==> config.mk <==
export PLATFORM = sky130hd
export DESIGN_NAME = huff_decoder
export DESIGN_NICKNAME = d
export VERILOG_FILES = /design/src/rtl/huff_pkg.sv /design/src/rtl/huff_field_shift.sv /design/src/rtl/huff_decoder.sv
export SDC_FILE = /design/constraint.sdc
export NUM_CORES = 1
export LEC_CHECK = 0
export ABC_AREA = 1
export BUFFER_PORTS_ARGS = -buffer_cell sky130_fd_sc_hd__buf_2
export CAP_MARGIN = 20
export CORE_ASPECT_RATIO = 2
export CORE_UTILIZATION = 62
export CTS_CLUSTER_SIZE = 30
export DETAILED_ROUTE_END_ITERATION = 6
export PLACE_DENSITY = 0.85
export SETUP_SLACK_MARGIN = 0.2
export SLEW_MARGIN = 40
export SYNTH_ARGS = -nofsm -noshare
export SYNTH_HDL_FRONTEND = slang
export SYNTH_SLANG_ARGS = --single-unit
==> constraint.sdc <==
create_clock -name phi1 -period 3.3 [get_ports phi1]
set_clock_uncertainty 0.1 [all_clocks]
set_input_delay 0.165 -clock phi1 [delete_from_list [all_inputs] [get_ports phi1]]
set_output_delay 0.165 -clock phi1 [all_outputs]
set_load 0.02 [all_outputs]
==> src/rtl/huff_pkg.sv <==
// Shared constants for the serial Huffman/run-length coefficient decoder:
// FSM state encoding, per-state field lengths and block geometry.
package huff_pkg;

    // FSM states, kept as plain constants so older tools can consume them.
    localparam logic [1:0] ST_PREFIX = 2'd0;
    localparam logic [1:0] ST_SHORT  = 2'd1;
    localparam logic [1:0] ST_RUN    = 2'd2;
    localparam logic [1:0] ST_ESC    = 2'd3;

    // Number of field bits following each prefix.
    localparam logic [3:0] SHORT_LEN = 4'd3;   // s mm
    localparam logic [3:0] RUN_LEN   = 4'd3;   // rr s
    localparam logic [3:0] ESC_LEN   = 4'd14;  // rrrr vvvvvvvvvv

    localparam int         BLOCK_SIZE    = 16;
    // last_pos value meaning "no coefficient emitted yet in this block" (-1).
    localparam logic [4:0] LAST_POS_NONE = 5'h1F;

endpackage

==> src/rtl/huff_field_shift.sv <==
// Field collector for the decoder: a shift register plus a down-counter of
// remaining bits. 'load' arms it with a field length; 'done' flags the
// accepted bit that completes the field, with field_next already holding it.
module huff_field_shift
    import huff_pkg::*;
#(
    parameter int FIELD_W = int'(ESC_LEN),
    parameter int CNT_W   = 4
) (
    input  logic               phi1,
    input  logic               reset_n,
    input  logic               load,
    input  logic [CNT_W-1:0]   load_len,
    input  logic               shift_en,
    input  logic               bit_in,
    output logic [FIELD_W-1:0] field_next,
    output logic               done
);

    logic [FIELD_W-2:0] field_q, field_d;
    logic [CNT_W-1:0]   count_q, count_d;

    // The incoming bit is appended combinationally so the completing bit is
    // visible to the decoder in the same cycle it is accepted.
    assign field_next = {field_q, bit_in};
    assign done       = shift_en && (count_q == CNT_W'(1));

    // Next-state: arm on load, shift and count down on each accepted bit.
    always_comb begin
        // NOTE: defaults first so every path assigns every output; no latches.
        field_d = field_q;
        count_d = count_q;
        if (load) begin
            field_d = '0;
            count_d = load_len;
        end else if (shift_en) begin
            field_d = field_next[FIELD_W-2:0];
            count_d = count_q - CNT_W'(1);
        end
    end

    // Field and counter registers.
    always_ff @(posedge phi1 or negedge reset_n) begin
        // NOTE: non-blocking assignments so all flops update from pre-edge values.
        if (!reset_n) begin
            field_q <= '0;
            count_q <= '0;
        end else begin
            field_q <= field_d;
            count_q <= count_d;
        end
    end

endmodule

==> src/rtl/huff_decoder.sv <==
// Serial Huffman/run-length decoder for 4x4 coefficient blocks. Consumes one
// stream bit per cycle and emits a registered coefficient/position beat one
// cycle after each symbol completes. stall_s2 freezes the whole decoder.
// Optional feature: define HUFF_DEC_ERR_CNT_EN to build the saturating
// position-overflow counter on err_count; otherwise err_count is tied to 0.
module huff_decoder
    import huff_pkg::*;
#(
    parameter int COEF_W = 10,
    parameter int POS_W  = 4
) (
    input  logic              phi1,
    input  logic              reset_n,
    input  logic              bit_in_s1,
    input  logic              bit_valid_s1,
    output logic              bit_ready_s1,
    input  logic              stall_s2,
    output logic [COEF_W-1:0] coefficient_s2,
    output logic [POS_W-1:0]  position_s2,
    output logic              valid_s2,
    output logic              new_block_s2,
    output logic              error_s2,
    output logic [7:0]        err_count
);

    logic [1:0]        state_q, state_d;
    logic [1:0]        ones_q, ones_d;        // leading 1s seen in the prefix
    logic              block_open_q, block_open_d;
    logic [4:0]        last_pos_q, last_pos_d;
    logic [COEF_W-1:0] coefficient_q, coefficient_d;
    logic [POS_W-1:0]  position_q, position_d;
    logic              valid_q, valid_d;
    logic              new_block_q, new_block_d;
    logic              error_q, error_d;

    logic              accept;
    logic              fld_load, fld_shift, fld_done;
    logic [3:0]        fld_len;
    logic [13:0]       fld_next;
    logic              sym_done, sym_eob;
    logic [3:0]        sym_run;
    logic [COEF_W-1:0] sym_coef, mag;
    logic [4:0]        pos;

    assign bit_ready_s1 = !stall_s2;
    assign accept       = bit_valid_s1 && !stall_s2;
    assign fld_shift    = accept && (state_q != ST_PREFIX);

    huff_field_shift #(
        .FIELD_W (int'(ESC_LEN)),
        .CNT_W   (4)
    ) u_field (
        .phi1       (phi1),
        .reset_n    (reset_n),
        .load       (fld_load),
        .load_len   (fld_len),
        .shift_en   (fld_shift),
        .bit_in     (bit_in_s1),
        .field_next (fld_next),
        .done       (fld_done)
    );

    // Prefix decode, symbol assembly and block/position bookkeeping.
    always_comb begin
        state_d       = state_q;
        ones_d        = ones_q;
        block_open_d  = block_open_q;
        last_pos_d    = last_pos_q;
        coefficient_d = coefficient_q;
        position_d    = position_q;
        valid_d       = valid_q;
        new_block_d   = new_block_q;
        error_d       = error_q;
        fld_load      = 1'b0;
        fld_len       = '0;
        sym_done      = 1'b0;
        sym_eob       = 1'b0;
        sym_run       = '0;
        sym_coef      = '0;
        mag           = '0;
        pos           = '0;

        if (!stall_s2) begin
            // Pulses last one cycle unless held by a stall.
            valid_d     = 1'b0;
            new_block_d = 1'b0;
            error_d     = 1'b0;

            if (accept) begin
                case (state_q)
                    ST_PREFIX: begin
                        if (ones_q == 2'd0) begin
                            if (bit_in_s1) ones_d = 2'd1;
                            else           sym_eob = 1'b1;
                        end else if (ones_q == 2'd1) begin
                            if (bit_in_s1) begin
                                ones_d = 2'd2;
                            end else begin
                                ones_d   = 2'd0;
                                state_d  = ST_SHORT;
                                fld_load = 1'b1;
                                fld_len  = SHORT_LEN;
                            end
                        end else begin
                            ones_d   = 2'd0;
                            fld_load = 1'b1;
                            state_d  = bit_in_s1 ? ST_ESC : ST_RUN;
                            fld_len  = bit_in_s1 ? ESC_LEN : RUN_LEN;
                        end
                    end
                    ST_SHORT: begin
                        // s mm: level mm+1, sign s, run 0.
                        mag      = COEF_W'(fld_next[1:0]) + COEF_W'(1);
                        sym_coef = fld_next[2] ? -mag : mag;
                        sym_done = fld_done;
                    end
                    ST_RUN: begin
                        // rr s: level +-1 after rr zeros.
                        mag      = COEF_W'(1);
                        sym_coef = fld_next[0] ? -mag : mag;
                        sym_run  = {2'b00, fld_next[2:1]};
                        sym_done = fld_done;
                    end
                    default: begin
                        // rrrr v: raw two's-complement value after rrrr zeros.
                        sym_coef = COEF_W'($signed(fld_next[9:0]));
                        sym_run  = fld_next[13:10];
                        sym_done = fld_done;
                    end
                endcase
                if (sym_done) state_d = ST_PREFIX;
            end

            // last_pos is -1 (all ones) at block start, so 5-bit wraparound
            // gives run for the first symbol; bit 4 flags a position past 15.
            pos = last_pos_q + {1'b0, sym_run} + 5'd1;

            if (sym_eob) begin
                new_block_d  = !block_open_q;
                block_open_d = 1'b0;
                last_pos_d   = LAST_POS_NONE;
            end else if (sym_done) begin
                new_block_d = !block_open_q;
                if (!pos[4]) begin
                    valid_d       = 1'b1;
                    coefficient_d = sym_coef;
                    position_d    = POS_W'(pos[3:0]);
                    if (pos[3:0] == 4'(BLOCK_SIZE - 1)) begin
                        block_open_d = 1'b0;
                        last_pos_d   = LAST_POS_NONE;
                    end else begin
                        block_open_d = 1'b1;
                        last_pos_d   = pos;
                    end
                end else begin
                    error_d      = 1'b1;
                    block_open_d = 1'b0;
                    last_pos_d   = LAST_POS_NONE;
                end
            end
        end
    end

    // Decoder state and registered outputs.
    always_ff @(posedge phi1 or negedge reset_n) begin
        if (!reset_n) begin
            state_q       <= ST_PREFIX;
            ones_q        <= 2'd0;
            block_open_q  <= 1'b0;
            last_pos_q    <= LAST_POS_NONE;
            coefficient_q <= '0;
            position_q    <= '0;
            valid_q       <= 1'b0;
            new_block_q   <= 1'b0;
            error_q       <= 1'b0;
        end else begin
            state_q       <= state_d;
            ones_q        <= ones_d;
            block_open_q  <= block_open_d;
            last_pos_q    <= last_pos_d;
            coefficient_q <= coefficient_d;
            position_q    <= position_d;
            valid_q       <= valid_d;
            new_block_q   <= new_block_d;
            error_q       <= error_d;
        end
    end

    assign coefficient_s2 = coefficient_q;
    assign position_s2    = position_q;
    assign valid_s2       = valid_q;
    assign new_block_s2   = new_block_q;
    assign error_s2       = error_q;

`ifdef HUFF_DEC_ERR_CNT_EN
    logic [7:0] err_count_q, err_count_d;

    // Saturating count of position-overflow errors, stepped with error_s2.
    always_comb begin
        err_count_d = err_count_q;
        if (error_d && !error_q && err_count_q != 8'hFF) err_count_d = err_count_q + 8'd1;
        else if (error_d && !stall_s2 && err_count_q != 8'hFF) err_count_d = err_count_q + 8'd1;
    end

    // Error counter register.
    always_ff @(posedge phi1 or negedge reset_n) begin
        if (!reset_n) err_count_q <= 8'd0;
        else          err_count_q <= err_count_d;
    end

    assign err_count = err_count_q;
`else
    assign err_count = 8'd0;
`endif

endmodule

==> flow_summary.yaml <==
run_status:
  outcome: "finished clean"
pwr:
  switchingPower_w: 0.000962
  switching_share: 0.418
  combPwrFrac: 0.423
  pwr-share-seq: 0.401
  clkPwrFrac: 0.176
  p_per_area_mw_per_mm2: 887
  p_leak_nw: 1.38
  power_w: 0.00230
  internal-power_w: 0.00134
  ir_drop_uv: 648
sta:
  layout_setup_ws_ns: 0.650
  tns_ns: 0
  tightest_slew_ns: 0.551
  clock.fmax_mhz: 377
  finalCritPeriodShare: 0.803
  finalHoldViolCount: 0
  post-route-min-period_ns: 2.65
  maxSlewHeadroom: 0.633
  slew_viol_final: 0
  rsz0062_at_grt: "false"
  setup_viol: 0
clocking:
  ctsHtreeMaxLevel: 2
  cts_tree: "done"
  insertion_delay_ns: 0.30
  cts-root-buf: "clkbuf_8"
  cts_resized: 0
  cts.clk_slew.worst_paths_ns: 0.08
  cts_buffer_depth: 2
  postCtsSetupBuffers: 0
  cts_sinks: 44
  numCtsBuffers: 5
global_route:
  grt_max_degree: 45
  grt_overflow_total: 0
  grt.total_usage: 0.251
  grt_pass1_vias: 1876
  grt_pass1_wl_um: 7780
  antenna_found_initial: 0
worst_setup_path:
  crit_path_max_fanout: 25
  r2r_cells: 12
  reg2reg_from: "state_q[1]"
  arrival_ns: 2.80
  r2r-end: "coefficient_s2[1]"
  ff2ff_setup_slack_ns: 0.65
  crit_path_start_kind: "flip-flop"
  critPathKind: "flip-flop to flip-flop"
  critPathCaptureType: "flip-flop"
  critical_path_required_ns: 3.45
synthesis:
  synth.area.mux_share: 0
  syn_area_sq_mm: 0.00239
  seq_area_frac_synth: 0.464
  synth_top_flop_cell: "dfrtp_1"
  synth-xor-area-share: 0.0110
  synthSimpleGateAreaFrac: 0.258
  synth_adder_area_share: 0.0503
  synth-edff-count: 0
  yosysWarnings: 0
  ys_ff_latch: 44
  synth_top_family_by_area: "simple AND/OR/NAND/NOR gates"
  yosys.cell_types.count: 32
  syn_avg_cell_area_sq_um: 8.15
  synth_compound_area_frac: 0.0964
  async_reset_ff_frac: 1.00
  synth_cells: 293
worst_hold_path:
  whs_path_depth: 3
  hold_class: "input pin to flip-flop"
  hold-path-endpoint: "new_block_s2"
  min_from: "stall_s2"
cells_and_area:
  drive_above_1_share: 0.151
  areaGrowthSynthToFinish_pct: 8.59
  multiInputGateArea_sq_mm: 0.00102
  nFillCells: 320
  fin_nets: 330
  seq_area_sq_mm: 0.00111
  finalInstanceArea_sq_mm: 0.00259
  final_cells: 366
  antenna_cells: 0
place:
  port_buffers: 22
  place_ws_ns: 0.704
  place_area_sq_mm: 0.00248
  dp_cells: 357
  gp_congestion: 0.879
  dp_hpwl_um: 3360
detailed_routing:
  via_per_inst: 5.13
  routedWlPerCell_um: 12.5
  drt-pass1-iter-count: 4
  drcViolationCount: 0
  dr_total_vias: 1878
  initialDrtViolationCount: 61
  finalWirelength_um: 4580
  ant_nets: 0
floorplanning:
  ios: 31
  die_area_sq_mm: 0.00412
  die_w_um: 45.9
  core_area_sq_mm: 0.00365
  start_util: 0.655
  die_h_um: 89.8
  fp-row-count: 31
flow_run:
  cap_violations: 0
[state kept, by name, indices dropped and copies added, names as in the netlist]
register         count
valid_s2             1
error_s2             1
new_block_s2         1
block_open_q         1
position_s2          4
last_pos_q           5
state_q              2
coefficient_s2      10
u_field.field_q     13
ones_q               2
u_field.count_q      4
[worst max-delay path by stage]
stage               start           endpoint  depth (start not counted)
3_5_place_dp   state_q[1]  coefficient_s2[1]                         12
5_1_grt        state_q[1]  coefficient_s2[1]                         13
6_report       state_q[1]  coefficient_s2[1]                         12
3_3_place_gp   state_q[1]  coefficient_s2[1]                         12
4_1_cts        state_q[1]  coefficient_s2[1]                         12
2_1_floorplan  state_q[1]     position_s2[2]                         14
[power groups by stage]
stage | sequential [W] | clock [W] | combinational [W]
after floorplan | 0.000976 | 0 | 0.000700
after global placement | 0.000917 | 0 | 0.000937
after detailed placement | 0.000928 | 0 | 0.000966
after CTS | 0.000920 | 0.000409 | 0.000976
after global routing | 0.000949 | 0.000432 | 0.00111
final | 0.000923 | 0.000404 | 0.000974
[logic make-up after synthesis]
logic type / Yosys count
flops: 44
xor+xnor: 3
buf+inv: 59
compound gates: 40
fa+ha+maj: 9
simple gates: 137
other cells: 1
[synthesized netlist by cell type (2+ instances only)]
cell	instances	area share
o21ai_0	7	0.015
inv_1	40	0.063
dfrtp_1	39	0.41
xor2_1	2	0.0073
o21ai_1	11	0.023
nor2_4	3	0.014
a21oi_1	10	0.021
nand3_1	19	0.040
o2111ai_1	4	0.015
nand2_2	2	0.0052
nor3_1	3	0.0063
dfstp_2	5	0.055
o22ai_1	5	0.013
buf_4	11	0.035
ha_1	8	0.042
buf_6	3	0.014
nor2_1	36	0.057
inv_2	4	0.0063
nand2_1	67	0.11
nand3_4	2	0.015
[per-stage QoR]
| stage | hold slack, ns | utilization |
|---|---|---|
| 2_1_floorplan | -0.231 | - |
| 3_3_place_gp | 0.258 | 0.678 |
| 3_5_place_dp | 0.0857 | 0.679 |
| 4_1_cts | 0.0339 | 0.711 |
| 5_1_grt | 0.0671 | 0.711 |
| 6_report | 0.0345 | 0.711 |
[placed cells by master, fill, tap and decap left out]
cell / instances
o211ai_1: 1
nand3b_1: 1
buf_4: 2
buf_2: 21
a21oi_1: 10
nand4_1: 1
conb_1: 8
and2_1: 1
clkinv_2: 1
nor3_1: 3
xor2_1: 2
inv_2: 4
dlygate4sd3_1: 1
o21ai_1: 11
nor2_4: 3
dfrtp_1: 39
inv_1: 40
nand2_4: 1
fa_1: 1
clkbuf_1: 1
nor2_2: 1
nand3_1: 19
ha_1: 8
clkbuf_8: 5
bufinv_16: 1
o21ai_0: 7
o22ai_1: 5
dfstp_2: 5
nor2_1: 36
xnor2_1: 1
o21bai_1: 1
nand2_1: 67
nand2_2: 2
o2111ai_1: 4
a22o_1: 1
nand3_4: 2
[cell type report]
cell class,count,share of cell area
Multi-Input combinational cell,197,0.394
Clock buffer,6,0.0280
Clock inverter,2,0.0135
Sequential cell,44,0.427
Tap cell,49,0.0236
Inverter,44,0.0637
Timing Repair Buffer,24,0.0502
[what timing repair did]
item / CTS / global route
hold buffers: 1 / 0
hold endpoints to repair: 39 / 0
endpoints found under the setup margin: 0 / 0
[layer usage]
metal	part of all wire	routed length, um	vias to the layer above	track usage
li1	-	-	949	-
met1	0.40	1820	864	0.263
met2	0.54	2490	53	0.432
met3	0.033	152	12	0.0522
met4	0.027	125	0	0.135
met5	0	0	-	0
[worst max-delay path, cell delays in order (launching register included)]
cell     delay (ns)
dfrtp_1        0.50
nand2_1        0.29
inv_1          0.17
nand2_1        0.09
a21oi_1        0.10
fa_1           0.44
nand3_1        0.12
nand3_1        0.07
nand2_1        0.12
nand3_4        0.23
inv_2          0.20
nand3_1        0.09
nand2_1        0.06
Power figures use the tool's default switching activity.
